File: src/rtl/i2c_pkg.sv
// -----------------------------------------------------------------------------
// i2c_pkg
// Shared definitions for the I2C register-access slave:
//   - default slave address and CRC-8 polynomial
//   - FSM state encoding
//   - crc8_byte(): one-byte CRC-8 update (MSB first, no reflection)
// -----------------------------------------------------------------------------
package i2c_pkg;

  localparam logic [6:0] DEV_ADDR_DEF = 7'h25;
  localparam logic [7:0] CRC_POLY_DEF = 8'h07;

  typedef enum logic [3:0] {
    ST_IDLE      = 4'd0,
    ST_DEV_ADDR  = 4'd1,
    ST_ACK_DEV   = 4'd2,
    ST_REG_ADDR  = 4'd3,
    ST_ACK_REG   = 4'd4,
    ST_WR_HI     = 4'd5,
    ST_ACK_HI    = 4'd6,
    ST_WR_LO     = 4'd7,
    ST_ACK_LO    = 4'd8,
    ST_WR_CRC    = 4'd9,
    ST_ACK_CRC   = 4'd10,
    ST_RD_HI     = 4'd11,
    ST_MACK_HI   = 4'd12,
    ST_RD_LO     = 4'd13,
    ST_MACK_LO   = 4'd14,
    ST_WAIT_STOP = 4'd15
  } i2c_state_e;

  // Fold one data byte into a running CRC-8, MSB first.
  function automatic logic [7:0] crc8_byte(input logic [7:0] crc_in,
                                           input logic [7:0] data,
                                           input logic [7:0] poly);
    logic [7:0] c;
    c = crc_in ^ data;
    for (int i = 0; i < 8; i++) begin
      if (c[7]) begin
        c = {c[6:0], 1'b0} ^ poly;
      end else begin
        c = {c[6:0], 1'b0};
      end
    end
    return c;
  endfunction

endpackage

File: src/rtl/i2c_sync_edge.sv
// -----------------------------------------------------------------------------
// i2c_sync_edge
// Two-flop synchronizer for an asynchronous input followed by a history flop
// so that rising/falling edges are detected on the synchronized level.
// Ports:
//   clk_i   - system clock
//   rst_ni  - synchronous active-low reset (all flops reset to 1, bus idle)
//   async_i - asynchronous input
//   sync_o  - synchronized level
//   rise_o  - one-cycle pulse on synchronized 0->1
//   fall_o  - one-cycle pulse on synchronized 1->0
// -----------------------------------------------------------------------------
module i2c_sync_edge (
  input  logic clk_i,
  input  logic rst_ni,
  input  logic async_i,
  output logic sync_o,
  output logic rise_o,
  output logic fall_o
);

  logic meta_q;
  logic sync_q;
  logic prev_q;

  // Synchronizer chain plus previous-value flop for edge detection
  always_ff @(posedge clk_i) begin
    if (!rst_ni) begin
      meta_q <= 1'b1;
      sync_q <= 1'b1;
      prev_q <= 1'b1;
    end else begin
      meta_q <= async_i;
      sync_q <= meta_q;
      prev_q <= sync_q;
    end
  end

  assign sync_o = sync_q;
  assign rise_o = sync_q & ~prev_q;
  assign fall_o = ~sync_q & prev_q;

endmodule

File: src/rtl/i2c_module.sv
// -----------------------------------------------------------------------------
// i2c_module
// I2C slave bridging to a 16-bit register bank.
//   Write frame: SLA+W, REG, DH, DL, CRC8(REG,DH,DL) -> one write strobe when
//                the CRC matches, CRC byte NACKed otherwise.
//   Read frame : SLA+W, REG, Sr, SLA+R -> one read strobe, then RD_DATA[15:8]
//                and RD_DATA[7:0] are shifted out MSB first.
// Ports:
//   CLK      - system clock (>= 8x SCL)
//   Reset    - synchronous active-low reset
//   SCL/iSDA - I2C bus inputs (asynchronous)
//   oSDA     - open-drain drive, 0 = pull low, 1 = release
//   ADDR     - register address toward bank (held between strobes)
//   WR_DATA  - write data toward bank (held between strobes)
//   RD_DATA  - read data from bank, valid 1 CLK after req
//   RNW      - 1 = read, 0 = write (held between strobes)
//   req      - one-CLK access strobe
//   goodCRC  - one-CLK pulse on a matching write CRC
// -----------------------------------------------------------------------------
module i2c_module
  import i2c_pkg::*;
#(
  parameter logic [6:0] DEV_ADDR = DEV_ADDR_DEF,
  parameter logic [7:0] CRC_POLY = CRC_POLY_DEF
) (
  input  logic        CLK,
  input  logic        Reset,
  input  logic        SCL,
  input  logic        iSDA,
  output logic        oSDA,
  output logic [7:0]  ADDR,
  output logic [15:0] WR_DATA,
  input  logic [15:0] RD_DATA,
  output logic        RNW,
  output logic        req,
  output logic        goodCRC
);

  // Synchronized bus view
  logic scl_s, scl_rise_s, scl_fall_s;
  logic sda_s, sda_rise_s, sda_fall_s;
  logic start_s, stop_s;
  logic [7:0] byte_s;

  i2c_sync_edge u_scl_sync (
    .clk_i  (CLK),
    .rst_ni (Reset),
    .async_i(SCL),
    .sync_o (scl_s),
    .rise_o (scl_rise_s),
    .fall_o (scl_fall_s)
  );

  i2c_sync_edge u_sda_sync (
    .clk_i  (CLK),
    .rst_ni (Reset),
    .async_i(iSDA),
    .sync_o (sda_s),
    .rise_o (sda_rise_s),
    .fall_o (sda_fall_s)
  );

  assign start_s = sda_fall_s & scl_s;
  assign stop_s  = sda_rise_s & scl_s;

  i2c_state_e  state_q,   state_d;
  logic [2:0]  bit_cnt_q, bit_cnt_d;
  logic [7:0]  shift_q,   shift_d;
  logic [15:0] tx_q,      tx_d;
  logic [7:0]  reg_q,     reg_d;
  logic [7:0]  dh_q,      dh_d;
  logic [7:0]  dl_q,      dl_d;
  logic [7:0]  crc_q,     crc_d;
  logic        rw_q,      rw_d;
  logic        rd_pend_q, rd_pend_d;
  logic        sda_q,     sda_d;
  logic [7:0]  addr_q,    addr_d;
  logic [15:0] wdata_q,   wdata_d;
  logic        rnw_q,     rnw_d;
  logic        req_q,     req_d;
  logic        good_q,    good_d;

  // Byte as it stands once the bit being sampled now is shifted in
  assign byte_s = {shift_q[6:0], sda_s};

  // Next-state, datapath and strobe logic
  always_comb begin
    state_d   = state_q;
    bit_cnt_d = bit_cnt_q;
    shift_d   = shift_q;
    tx_d      = tx_q;
    reg_d     = reg_q;
    dh_d      = dh_q;
    dl_d      = dl_q;
    crc_d     = crc_q;
    rw_d      = rw_q;
    sda_d     = sda_q;
    addr_d    = addr_q;
    wdata_d   = wdata_q;
    rnw_d     = rnw_q;
    req_d     = 1'b0;
    good_d    = 1'b0;
    // Bank data arrives one cycle after a read strobe
    rd_pend_d = req_q & rnw_q;

    if (start_s) begin
      // A fresh transaction forgets the register pointer; a repeated START keeps it
      state_d   = ST_DEV_ADDR;
      bit_cnt_d = 3'd0;
      if (state_q == ST_IDLE) begin
        reg_d = 8'h00;
      end else begin
        reg_d = reg_q;
      end
    end else if (stop_s) begin
      state_d   = ST_IDLE;
      bit_cnt_d = 3'd0;
      reg_d     = 8'h00;
    end else begin
      case (state_q)
        ST_IDLE: begin
          state_d = ST_IDLE;
        end

        // Receiving a byte from the master: release the bus on each SCL fall,
        // sample on each SCL rise, act on the 8th bit.
        ST_DEV_ADDR, ST_REG_ADDR, ST_WR_HI, ST_WR_LO, ST_WR_CRC: begin
          if (scl_fall_s) begin
            sda_d = 1'b1;
          end else if (scl_rise_s) begin
            shift_d   = byte_s;
            bit_cnt_d = bit_cnt_q + 3'd1;
            if (bit_cnt_q == 3'd7) begin
              case (state_q)
                ST_DEV_ADDR: begin
                  rw_d = byte_s[0];
                  if (byte_s[7:1] == DEV_ADDR) begin
                    state_d = ST_ACK_DEV;
                  end else begin
                    state_d = ST_WAIT_STOP;
                  end
                end
                ST_REG_ADDR: begin
                  reg_d   = byte_s;
                  crc_d   = crc8_byte(8'h00, byte_s, CRC_POLY);
                  state_d = ST_ACK_REG;
                end
                ST_WR_HI: begin
                  dh_d    = byte_s;
                  crc_d   = crc8_byte(crc_q, byte_s, CRC_POLY);
                  state_d = ST_ACK_HI;
                end
                ST_WR_LO: begin
                  dl_d    = byte_s;
                  crc_d   = crc8_byte(crc_q, byte_s, CRC_POLY);
                  state_d = ST_ACK_LO;
                end
                ST_WR_CRC: begin
                  if (byte_s == crc_q) begin
                    addr_d  = reg_q;
                    wdata_d = {dh_q, dl_q};
                    rnw_d   = 1'b0;
                    req_d   = 1'b1;
                    good_d  = 1'b1;
                    state_d = ST_ACK_CRC;
                  end else begin
                    state_d = ST_WAIT_STOP;
                  end
                end
                default: begin
                  state_d = ST_WAIT_STOP;
                end
              endcase
            end else begin
              state_d = state_q;
            end
          end else begin
            state_d = state_q;
          end
        end

        // Entered on the 8th SCL rise: pull low on the following fall, then
        // move on at the 9th rise. The next state releases on the 9th fall.
        ST_ACK_DEV, ST_ACK_REG, ST_ACK_HI, ST_ACK_LO, ST_ACK_CRC: begin
          if (scl_fall_s) begin
            sda_d = 1'b0;
          end else if (scl_rise_s) begin
            bit_cnt_d = 3'd0;
            case (state_q)
              ST_ACK_DEV: begin
                if (rw_q) begin
                  // Strobe the read now so data is loaded before the 9th fall
                  addr_d  = reg_q;
                  rnw_d   = 1'b1;
                  req_d   = 1'b1;
                  state_d = ST_RD_HI;
                end else begin
                  state_d = ST_REG_ADDR;
                end
              end
              ST_ACK_REG: state_d = ST_WR_HI;
              ST_ACK_HI:  state_d = ST_WR_LO;
              ST_ACK_LO:  state_d = ST_WR_CRC;
              default:    state_d = ST_WAIT_STOP;
            endcase
          end else begin
            state_d = state_q;
          end
        end

        // Transmitting a byte: present the next bit on each SCL fall
        ST_RD_HI, ST_RD_LO: begin
          if (scl_fall_s) begin
            sda_d = tx_q[15];
            tx_d  = {tx_q[14:0], 1'b0};
          end else if (scl_rise_s) begin
            bit_cnt_d = bit_cnt_q + 3'd1;
            if (bit_cnt_q == 3'd7) begin
              if (state_q == ST_RD_HI) begin
                state_d = ST_MACK_HI;
              end else begin
                state_d = ST_MACK_LO;
              end
            end else begin
              state_d = state_q;
            end
          end else begin
            state_d = state_q;
          end
        end

        // Master acknowledge slot: release, then read the master's answer
        ST_MACK_HI, ST_MACK_LO: begin
          if (scl_fall_s) begin
            sda_d = 1'b1;
          end else if (scl_rise_s) begin
            bit_cnt_d = 3'd0;
            if ((state_q == ST_MACK_HI) && !sda_s) begin
              state_d = ST_RD_LO;
            end else begin
              state_d = ST_WAIT_STOP;
            end
          end else begin
            state_d = state_q;
          end
        end

        ST_WAIT_STOP: begin
          if (scl_fall_s) begin
            sda_d = 1'b1;
          end else begin
            sda_d = sda_q;
          end
        end

        default: begin
          state_d = ST_IDLE;
          sda_d   = 1'b1;
        end
      endcase
    end

    // Bank data capture takes priority over shifting
    tx_d = rd_pend_q ? RD_DATA : tx_d;
  end

  // State and output registers with synchronous active-low reset
  always_ff @(posedge CLK) begin
    if (!Reset) begin
      state_q   <= ST_IDLE;
      bit_cnt_q <= 3'd0;
      shift_q   <= 8'h00;
      tx_q      <= 16'h0000;
      reg_q     <= 8'h00;
      dh_q      <= 8'h00;
      dl_q      <= 8'h00;
      crc_q     <= 8'h00;
      rw_q      <= 1'b0;
      rd_pend_q <= 1'b0;
      sda_q     <= 1'b1;
      addr_q    <= 8'h00;
      wdata_q   <= 16'h0000;
      rnw_q     <= 1'b1;
      req_q     <= 1'b0;
      good_q    <= 1'b0;
    end else begin
      state_q   <= state_d;
      bit_cnt_q <= bit_cnt_d;
      shift_q   <= shift_d;
      tx_q      <= tx_d;
      reg_q     <= reg_d;
      dh_q      <= dh_d;
      dl_q      <= dl_d;
      crc_q     <= crc_d;
      rw_q      <= rw_d;
      rd_pend_q <= rd_pend_d;
      sda_q     <= sda_d;
      addr_q    <= addr_d;
      wdata_q   <= wdata_d;
      rnw_q     <= rnw_d;
      req_q     <= req_d;
      good_q    <= good_d;
    end
  end

  assign oSDA    = sda_q;
  assign ADDR    = addr_q;
  assign WR_DATA = wdata_q;
  assign RNW     = rnw_q;
  assign req     = req_q;
  assign goodCRC = good_q;

endmodule

File: config.mk
export PLATFORM = sky130hd
export DESIGN_NAME = i2c_module
export DESIGN_NICKNAME = d
export VERILOG_FILES = /design/src/rtl/i2c_pkg.sv /design/src/rtl/i2c_sync_edge.sv /design/src/rtl/i2c_module.sv
export SDC_FILE = /design/constraint.sdc
export NUM_CORES = 1
export LEC_CHECK = 0
export ABC_AREA = 1
export ABC_CLOCK_PERIOD_IN_PS = 2100
export CORE_MARGIN = 4
export CORE_UTILIZATION = 40
export DETAILED_ROUTE_END_ITERATION = 10
export PLACE_DENSITY = 0.62
export SKIP_LAST_GASP = 1
export SLEW_MARGIN = 40
export SYNTH_ARGS = -nofsm -noshare
export SYNTH_HDL_FRONTEND = slang
export SYNTH_SLANG_ARGS = --single-unit
File: constraint.sdc
create_clock -name CLK -period 2.1 [get_ports CLK]
set_clock_uncertainty 0.2 [all_clocks]
set_input_delay 0.42 -clock CLK [delete_from_list [all_inputs] [get_ports CLK]]
set_output_delay 0.42 -clock CLK [all_outputs]
set_load 0.05 [all_outputs]
# After elaboration in Yosys (flattened, before gate mapping)
# Cells that the tools add are included.
[totals] output_inout_bits=28 register_bits=98 elab_cells=397 input_bits=20
[classes] eq_ne=53 bitwise_logic=40 muxes=243 n_reduce_logical=37 add_sub_neg=1
[ops] cell="2-to-1 mux 8 bit" count=164
[ops] cell="2-to-1 mux 3 bit" count=28
[ops] cell="2-to-1 mux 16 bit" count=5
[ops] cell="inverter 3 bit" count=23
[ops] cell="2-to-1 mux 4 bit" count=12
[ops] cell="!= test 4 bit (second input constant)" count=10
[ops] cell="one-hot mux 4 bit (5 select lines)" count=2
[ops] cell="!= test 2 bit (second input constant)" count=18
[ops] cell="equality test 4 bit (second input constant)" count=8
[ops] cell="AND reduction 7 bit" count=4
[ops] cell="one-hot mux 8 bit (3 select lines)" count=1
[ops] cell="2-to-1 mux 1 bit" count=23
[ops] cell="AND reduction 11 bit" count=2
[ops] cell="nonzero test 3 bit" count=6
[ops] cell="equality test 4 x 3 -> 1 bit (second input constant)" count=4
[ops] cell="one-hot mux 4 bit (4 select lines)" count=1
[ops] cell="one-hot mux 8 bit (2 select lines)" count=1
[ops] cell="OR reduction 7 bit" count=2
[ops] cell="!= test 2 x 1 -> 1 bit (second input constant)" count=6
[ops] cell="AND reduction 12 bit" count=1
[ops] cell="AND reduction 6 bit" count=2
[ops] cell="AND reduction 5 bit" count=2
[ops] cell="OR reduction 5 bit" count=2
[ops] cell="inverter 1 bit" count=9
[ops] cell="25 further kinds" count=38

# Logic depth before layout (Yosys ltp)
[depth] ltp_word=67 ltp_mapped=15 mapped_depth_nobuf=14

# Cells and area by module
# From an unflattened synthesis, not the netlist that was laid out.
[unflattened] cells_unflattened=643 hier_area_um2=4683.2
[by_module_without_submodules] mod="i2c_module" area_per_inst_um2=4495.6 seq_area_each_um2=1841.8 cells_per_inst=619 instances=1
[by_module_without_submodules] mod="i2c_sync_edge" area_per_inst_um2=93.8 seq_area_each_um2=60.1 cells_per_inst=12 instances=2

# Worst setup path after synthesis
# OpenSTA, ideal clock, no wires.
[synth_timing] path_kind="register to register" start="register shift_q[5]" end="register wdata_q[10], in the netlist WR_DATA[10]" required_ps=1768 slack_ps=-119 path_buffers=2 period_less_slack_ps=2219 arrival_time_ps=1887 setup_time_ps=132 stages_incl_launch_ff=12 path_cell_list="dfxtp_1 -> buf_2 -> xnor2_1 -> ha_1 -> nand3_1 -> nor2_1 -> nand2_2 -> nor2_4 -> nand2_2 -> buf_2 -> nand2_1 -> a21oi_1"
[synth_between] elab_chain_len=2
[synth_lines] item="from (decl)" line="i2c_module.sv:68" text="logic [7:0] shift_q, shift_d;"
[synth_lines] item="from (signal assigned)" line="i2c_module.sv:289" text="shift_q <= shift_d;"
[synth_lines] item="equality test 8 bit" line="i2c_module.sv:159" text="if (byte_s == crc_q) begin"
[synth_lines] item="AND reduction 8 bit (no line)"
[synth_lines] item="to (signal assigned)" line="i2c_module.sv:299" text="wdata_q <= wdata_d;"
[synth_lines] item="to (decl)" line="i2c_module.sv:78" text="logic [15:0] wdata_q, wdata_d;"
# Every way passes these cells.
# A chain may end at the register's enable or synchronous reset.

# Worst setup path after layout
[layout_timing] start="register shift_q[1]" end="register addr_q[2], in the netlist ADDR[2]"
[layout_between] elab_chain_len=3
[layout_lines] item="equality test 8 bit" line="i2c_module.sv:159"
[layout_lines] item="!= test 2 bit (no line)"
[layout_lines] item="AND reduction 12 bit (no line)"
[layout_lines] item="to (signal assigned)" line="i2c_module.sv:298" text="addr_q <= addr_d;"
[layout_lines] item="to (decl)" line="i2c_module.sv:77" text="logic [7:0] addr_q, addr_d;"
# Every way passes these cells.

==> impl_metrics.env <==
export IMPL_status="complete, no violations"
export IMPL_die_y_um=116
export IMPL_hpwl_mm=8.72
export IMPL_core_area_sq_um=11500
export IMPL_wl_met2_mm=5.23
export IMPL_crit_type="register to register"
export IMPL_synthDistinctLibCells=38
export IMPL_fp_dieW_um=116
export IMPL_min_delay_start="u_scl_sync.meta_q$_SDFF_PN1_"
export IMPL_start_kind="register"
export IMPL_arrival_ns=2.11
export IMPL_cts_tree="built"
export IMPL_portBuffers=47
export IMPL_crit_family="simple AND/OR/NAND/NOR gates"
export IMPL_cp_startpoint="shift_q[1]$_SDFFE_PN0P_"
export IMPL_seq_area_frac_synth=0.418
export IMPL_worst_slew_pin_slew_ns=0.499
export IMPL_hold_viol=0
export IMPL_rows=39
export IMPL_cp_data_required_time_ns=2.18
export IMPL_ys_warn_count=0
export IMPL_cp_slowest_stage_delay_ns=0.34
export IMPL_grtUsageTotal=0.180
export IMPL_cp_num_buf_inv=2
export IMPL_end_kind="register"
export IMPL_hold_path_class="register to register"
export IMPL_grt_pass1_wl_mm=19.4
export IMPL_power_total_uw=4820
export IMPL_drt_total_wl_mm=11.8
export IMPL_crit_path_top_delay_cell="dfxtp_2"
export IMPL_pin_count=48
export IMPL_layout_common_cells="178 x nand2_1, 91 x dfxtp_1, 71 x a21oi_1, 66 x buf_4, 41 x nand3_1"
export IMPL_cellLeakagePower_uw=0.00252
export IMPL_ctsHoldBuffers=0
export IMPL_p_per_area_nw_per_um2=821
export IMPL_drt_met1_wl_mm=5.80
export IMPL_nNetsFinal=743
export IMPL_synth_avg_cell_area_sq_um=7.35
export IMPL_drv_slew=0
export IMPL_post_route_period_util=0.965
export IMPL_setup_viol=0
export IMPL_rr_startpoint="shift_q[1]$_SDFFE_PN0P_"
export IMPL_path_cells="xor2_2 -> inv_2 -> ha_2 -> nand3_2 -> nor2_2 -> nand2_2 -> o21bai_4 -> buf_6 -> nand4_1 -> a21oi_1"
export IMPL_insertedDiodeCount=0
export IMPL_drc=0
export IMPL_start_util=0.409
export IMPL_grt_max_degree=31
export IMPL_clkLatencyLatePin_ns=0.35
export IMPL_max_cap_viol_count=0
export IMPL_grt_antenna_before_repair=0
export IMPL_dr_pass1_iters=5
export IMPL_ff2ff_setup_slack_ns=0.07
export IMPL_grt_pass1_vias=4031
export IMPL_synth_seq_cells=98
export IMPL_numCtsBuffers=9
export IMPL_viasPerCell=5.01
export IMPL_nFillCells=1078
export IMPL_synthCells=638
export IMPL_htreeDepth=3
export IMPL_path_max_fanout=6
export IMPL_drt_iter0_markers=308
export IMPL_ir_worst_vdd_uv=845
export IMPL_cts_root_buf="clkbuf_16"
export IMPL_fin_crit_ns=2.03
export IMPL_gr_total_overflow=0
export IMPL_clkTransAtPathRegs_ns=0.07
export IMPL_syn_nets=665
export IMPL_tns_ns=0
export IMPL_final_util=0.512
export IMPL_drive_gt1_frac=0.216
export IMPL_wl_per_cell_um=13.7
export IMPL_dr_total_vias=4318
export IMPL_slew_headroom=0.667
export IMPL_final_common_cell="nand2_1"
export IMPL_die_area_sq_um=13500
export IMPL_fmax_mhz=494
export IMPL_ant_nets=0
export IMPL_rsz0062_at_grt="true"
export IMPL_syn_area_sq_um=4690
export IMPL_hold_ws_ns=0.215
export IMPL_routabilityCongestion=0.909
export IMPL_cts_sinks=98
export IMPL_syn2layout_area_growth_pct=25.1
export IMPL_route_top_layer_used="met4"
export IMPL_met3_length_um=536
export IMPL_clk_path_buf_depth=2
## layout make-up
type,count,area [sq um],share of cell area
Clock buffer,10,239,0.0407
Clock inverter,4,28.8,0.00491
Inverter,52,201,0.0343
Multi-Input combinational cell,463,2480,0.423
Sequential cell,98,1970,0.336
Tap cell,143,179,0.0305
Timing Repair Buffer,92,767,0.131
## where the power goes
group	internal (uW)	switching [uW]	total (uW)
clock network	824	694	1520
logic	449	857	1310
registers	1910	77.0	1990
## cell usage after synthesis
cell type  number  area share
a31oi_1        11       0.015
a21oi_1        72       0.077
clkinv_1        1     0.00080
ha_1            7       0.019
dfxtp_1        98        0.42
a311oi_1        2      0.0037
nand4_1        13       0.017
a21oi_2         4      0.0075
clkbuf_2        1      0.0011
inv_4           2      0.0027
buf_2           5      0.0053
nand3_1        42       0.045
nor2_8          2      0.0085
xnor2_1        11       0.021
nor2_2          3      0.0040
o21ai_1         4      0.0043
nand3_2         2      0.0043
o21bai_4        1      0.0040
inv_2           9      0.0072
o21ai_0        26       0.028
clkinv_2        1      0.0011
xor2_1         11       0.021
clkbuf_1       13       0.010
o211a_1         1      0.0021
o21ai_2         4      0.0075
nor2_1         41       0.033
a22oi_1         3      0.0048
nor2_4          5       0.012
nand2_1       180        0.14
and3_1          1      0.0013
nor3_1          1      0.0011
or2_2           5      0.0067
nand2_2         7      0.0093
buf_4           2      0.0032
inv_1          39       0.031
nand4_2         1      0.0027
nand2_4         3      0.0072
buf_6           4      0.0096
## flip-flops by register name (all words and copies together) (netlist names), 3 cells and up
name and flops:
bit_cnt_q 3, state_q 4, reg_q 8, ADDR 8, crc_q 8, shift_q 7, dh_q 8, tx_q 16
WR_DATA 16, dl_q 8
## metal layers
metal  track usage  vias to the layer above
li1              -                     2244
met1         0.251                     1967
met2         0.270                       87
met3        0.0482                       20
met4        0.0572                        0
met5             0                        -
## metrics by stage
step | cells | area [sq um] | setup slack, ns
floorplan | 638 | 4710 | 0.00609
finish | 862 | 5870 | 0.0740
global route | 862 | 5870 | -0.0512
detailed placement | 844 | 5480 | -0.0159
global placement | 844 | 5480 | 0.0375
CTS | 858 | 5750 | -0.00327
## cell families (layout without fill, tap and decap cells)
| logic type | after synthesis | count (layout) | share of synthesized area |
|---|---|---|---|
| AOI/OAI and AO/OA | 128 | 128 | 0.153 |
| xor gates and xnor gates | 22 | 22 | 0.0411 |
| adders and majority gates | 7 | 7 | 0.0187 |
| buffers and inverters | 77 | 158 | 0.0726 |
| DFF | 98 | 98 | 0.418 |
| and+or+nand+nor | 306 | 306 | 0.296 |
## final timing paths
kind / to / depth (start not counted)
worst max-delay path: ADDR[2]$_SDFFE_PN0P_ / 10
worst min-delay path: u_scl_sync.sync_o$_SDFF_PN1_ / 1
worst max register to register: ADDR[2]$_SDFFE_PN0P_ / 10
worst min register to register: u_scl_sync.sync_o$_SDFF_PN1_ / 1
## what timing repair did
action / CTS / global route
pin swaps: 1 / 7
buffers inserted: 0 / 4
endpoints found under the setup margin: 4 / 39
gates resized for setup: 3 / 25
hold endpoints to repair: 0 / 0
(Power assumes the default switching activity.)
